==> src/rtl/operand_fetch_stage.sv <==
// Operand fetch stage: 8x16 register file with one shared read port, fetching A then B
// and holding them for the shifter under valid/ready. Optional OPFETCH_BYPASS_EN forwards same-cycle writes.
//
// state  | meaning
// IDLE   | ready for a new request, indices/shift code captured on accept
// READ_A | read port serves latched rd_a into A_out
// READ_B | read port serves latched rd_b into B_out, shift code to shift_out
// HOLD   | operands valid and stable until out_ready
module operand_fetch_stage #(
    parameter int DATA_W = 16,
    parameter int NREG   = 8
) (
    input  logic                     clk,
    input  logic                     reset,
    input  logic                     write,
    input  logic [$clog2(NREG)-1:0]  writenum,
    input  logic [DATA_W-1:0]        data_in,
    input  logic                     req_valid,
    output logic                     req_ready,
    input  logic [$clog2(NREG)-1:0]  rd_a,
    input  logic [$clog2(NREG)-1:0]  rd_b,
    input  logic [1:0]               shift_in,
    output logic                     out_valid,
    input  logic                     out_ready,
    output logic [DATA_W-1:0]        A_out,
    output logic [DATA_W-1:0]        B_out,
    output logic [1:0]               shift_out
);

    localparam int IDX_W = $clog2(NREG);

    typedef enum logic [1:0] {IDLE, READ_A, READ_B, HOLD} state_t;

    state_t             state, state_nxt;
    logic [DATA_W-1:0]  regs [NREG];
    logic [IDX_W-1:0]   lat_a, lat_b;
    logic [1:0]         lat_shift;
    logic [IDX_W-1:0]   rd_idx;
    logic [DATA_W-1:0]  rd_data;
    logic [DATA_W-1:0]  rd_fwd;

    always_ff @(posedge clk) begin
        if (reset) begin
            state <= IDLE;
        end else begin
            state <= state_nxt;
        end
    end

    always_comb begin
        state_nxt = state;
        case (state)
            IDLE:    if (req_valid) state_nxt = READ_A;
            READ_A:  state_nxt = READ_B;
            READ_B:  state_nxt = HOLD;
            HOLD:    if (out_ready) state_nxt = IDLE;
            default: state_nxt = IDLE;
        endcase
    end

    always_comb begin
        req_ready = (state == IDLE);
        out_valid = (state == HOLD);
    end

    // Reset takes priority over a coincident write.
    always_ff @(posedge clk) begin
        if (reset) begin
            for (int i = 0; i < NREG; i++) begin
                regs[i] <= '0;
            end
        end else if (write) begin
            regs[writenum] <= data_in;
        end
    end

    always_ff @(posedge clk) begin
        if (reset) begin
            lat_a     <= '0;
            lat_b     <= '0;
            lat_shift <= '0;
        end else if (state == IDLE && req_valid) begin
            lat_a     <= rd_a;
            lat_b     <= rd_b;
            lat_shift <= shift_in;
        end
    end

    // Single shared read port: index is chosen by which operand is being fetched.
    assign rd_idx  = (state == READ_A) ? lat_a : lat_b;
    assign rd_data = regs[rd_idx];

`ifdef OPFETCH_BYPASS_EN
    assign rd_fwd = (write && (writenum == rd_idx)) ? data_in : rd_data;
`else
    assign rd_fwd = rd_data;
`endif

    always_ff @(posedge clk) begin
        if (reset) begin
            A_out     <= '0;
            B_out     <= '0;
            shift_out <= '0;
        end else begin
            case (state)
                READ_A: A_out <= rd_fwd;
                READ_B: begin
                    B_out     <= rd_fwd;
                    shift_out <= lat_shift;
                end
                default: ;
            endcase
        end
    end

endmodule
==> config.mk <==
export PLATFORM = sky130hd
export DESIGN_NAME = operand_fetch_stage
export DESIGN_NICKNAME = d
export VERILOG_FILES = /design/src/rtl/operand_fetch_stage.sv
export SDC_FILE = /design/constraint.sdc
export NUM_CORES = 1
export LEC_CHECK = 0
export ABC_AREA = 1
export BUFFER_PORTS_ARGS = -buffer_cell sky130_fd_sc_hd__buf_4
export CORE_AREA = 3 3 166 103
export CTS_CLUSTER_DIAMETER = 40
export CTS_CLUSTER_SIZE = 10
export DETAILED_ROUTE_END_ITERATION = 7
export DIE_AREA = 0 0 169 106
export PLACE_DENSITY = 0.66
export SKIP_LAST_GASP = 1
export SLEW_MARGIN = 25
export SYNTH_ARGS = -nofsm -noshare
export SYNTH_HDL_FRONTEND = slang
export SYNTH_SLANG_ARGS = --single-unit
==> constraint.sdc <==
create_clock -name clk -period 5.7 [get_ports clk]
set_input_delay 0.855 -clock clk [delete_from_list [all_inputs] [get_ports clk]]
set_output_delay 0.855 -clock clk [all_outputs]
set_load 0.005 [all_outputs]
==> qor.yml <==
timing:
  fin_ws_ns: 2.551
  tightest_slew_ns: 0.7645
  finalSetupTns_ns: 0
  rsz0062_at_grt: "false"
  max_freq_mhz: 317.6
  slew-limit-headroom: 0.4903
  skew_ns: 0.01038
  timing.final.max_slew_violations: 0
  hold_viol: 0
  setup_viol: 0
  fin_crit_sh: 0.5524
  layout_min_cycle_time_ns: 3.149
drt:
  ant_nets: 0
  route.detailed.drc: 0
  viasPerCell: 5.631
  firstDrtPassIters: 8
  vias: 6363
  wl_mm: 22.62
  dr.first_iter.drc_count: 1220
  wl_per_cell_um: 20.02
run_status:
  status: "finished clean"
clock_tree:
  post_cts_buffers: 0
  clk_latency_ns: 0.44
  cts-buffers-inserted: 17
  clock_path_buffers: 2
  hold_buffers: 0
  clk_pin_slew_ns: 0.07
  cts_tree: "yes"
  cts.repair.resized: 0
  htreeDepth: 4
  root_buffer: "clkbuf_16"
  cts.sinks: 172
worst_hold_path:
  hold_class: "reg -> reg"
worst_setup_path:
  end_kind: "register"
  cp_max_fo: 65
  worstPathArrival_ns: 3.51
  required_ns: 6.06
  slowest_stage: "buf_4"
  crit_type: "reg -> reg"
  slowest_delay_ns: 0.58
  crit_chain: "inv_1 > ha_1 > buf_4 > inv_2 > nand2_2 > buf_4 > nand2_1 > buf_4 > nand2_1 > nand3_1 > nand3_1 > nand2_1 > a21oi_1"
  startpoint_type: "register"
power_and_ir_drop:
  ir_drop_mv: 0.2220
  p_sw_mw: 1.610
  p_leak_nw: 4.050
  p_per_area_nw_per_um2: 464.4
  p_seq_frac: 0.384
  clkPwrFrac: 0.280
  switching_share: 0.3848
  p_comb_frac: 0.335
  intPower_mw: 2.573
placed_design:
  dp_hpwl_mm: 14.95
  gp_congestion: 0.8794
  dpl_cell_area_sq_um: 8412
  pre_cts_slack_ns: 2.345
  io_buffers: 67
cells_and_area:
  final_area_sq_um: 9007
  antennaDiodeCount: 0
  drive_gt1_frac: 0.1251
  area_growth_pct: 15.33
  nFillCells: 1394
  nets: 951
logic_synthesis:
  synth-seq-cells: 172
  synth_top_area_share: 0.4921
  synth.distinct_cells: 20
  syn_nets: 908
  synth_commonest_cells: "nand3_1, inv_1, nor2_1"
  syn-cell-area_sq_um: 7810
  syn_area_per_cell_sq_um: 8.967
  ys.flop_type: "edfxtp_1"
  synth_warnings: 0
  yosys-top-cells-area: "edfxtp_1, dfxtp_1, nand3_1"
  synth_top_area_cell: "edfxtp_1"
  yosys.cell_count.top_type: "nand3_1"
  async_flop_share: 0
  synth_edf_count: 128
  yosysSeqAreaShare: 0.6049
  synth_cells: 871
global_route:
  grt_pass1_wl_mm: 34.09
  grt_max_degree: 66
  grt-ovfl-total: 0
  grt_pass1_vias: 5519
  grt_util_all_layers: 0.2561
  antenna_found_initial: 0
floorplanning:
  dieWidth_um: 169
  num_rows: 35
  initial_core_util: 0.5052
  die-area_sq_um: 17910
  die_h_um: 106
  io_pins: 68
  core_sq_um: 15460
run:
  cap_violations: 0
[area by class of cell]
class                           count  area, sq um  area share
Sequential cell                   172         4725      0.5245
Tap cell                          203        254.0     0.02820
Clock inverter                     14        145.1     0.01611
Multi-Input combinational cell    502         2322      0.2578
Inverter                          146        548.0     0.06084
Clock buffer                       18        450.4     0.05001
Timing Repair Buffer               75        563.0     0.06251
[registers in the layout, summed over array words and instances (netlist names)]
register / cells
shift_out: 2
lat_shift: 2
B_out: 16
lat_a: 3
state: 2
A_out: 16
regs: 128
lat_b: 3
[per-stage QoR]
stage / util / power, mW / hold WS (ns) / cells
global placement: 0.5440 / 2.975 / 0.4607 / 1098
detailed placement: 0.5442 / 2.998 / 0.4709 / 1098
finish: 0.5827 / 4.183 / 0.4831 / 1130
floorplan: - / 2.434 / 0.4437 / 871
CTS: 0.5827 / 4.148 / 0.4799 / 1130
global route: 0.5827 / 4.382 / 0.5021 / 1130
[power by group through the flow]
| stage | combinational, mW | clock [mW] | sequential [mW] |
|---|---|---|---|
| after global placement | 1.34 | 0 | 1.63 |
| after floorplan | 0.815 | 0 | 1.62 |
| after global routing | 1.52 | 1.23 | 1.63 |
| after CTS | 1.37 | 1.17 | 1.61 |
| after detailed placement | 1.36 | 0 | 1.64 |
| final | 1.40 | 1.17 | 1.61 |
[kinds of logic (layout without fill, tap and decap cells)]
kind of cell | count (synthesis) | in the layout | synth area share
AND/OR/NAND/NOR | 411 | 411 | 0.2313
buffers and inverters | 197 | 253 | 0.09869
AO/OA/AOI/OAI | 86 | 86 | 0.05703
adder cells (fa/ha/maj) | 5 | 5 | 0.008010
flip-flops | 172 | 172 | 0.6049
[worst max-delay path: cells and delay by family, from the launching register on]
kind | cells | cell delay [ns]
flip-flops | 1 | 0.33
buffers and inverters | 5 | 1.48
AND/OR/NAND/NOR | 6 | 0.88
adder cells (fa/ha/maj) | 1 | 0.15
AO/OA/AOI/OAI | 1 | 0.17
[cells in the final DEF, fill, tap and decap left out, drive strengths merged, types with 16 or more instances in the layout]
| cell type | Yosys | final |
|---|---|---|
| clkbuf | 26 | 18 |
| nand3b | 16 | 16 |
| o21ai | 46 | 46 |
| nor2 | 143 | 143 |
| nand2 | 91 | 91 |
| dfxtp | 44 | 44 |
| inv | 146 | 155 |
| a21oi | 38 | 38 |
| nand3 | 160 | 160 |
| buf | 25 | 75 |
| edfxtp | 128 | 128 |
[layer usage]
layer / up-vias / wire length (um) / part of all wire / global-route usage
li1: 2933 / - / - / -
met1: 2997 / 10490 / 0.46 / 0.4264
met2: 415 / 9079 / 0.40 / 0.3285
met3: 18 / 2813 / 0.12 / 0.06577
met4: 0 / 234 / 0.010 / 0.05096
met5: - / 0 / 0 / 0
[path summary, 6_finish.rpt]
kind | slack, ns | cells after the start | from | endpoint
worst max-delay path | 2.55 | 13 | state[1] | B_out[10]
worst min-delay path | 0.48 | 2 | lat_b[2] | lat_b[2]
worst max register to register | 2.55 | 13 | state[1] | B_out[10]
worst min register to register | 0.48 | 2 | lat_b[2] | lat_b[2]
No activity file was read; power rests on OpenSTA's default activity.
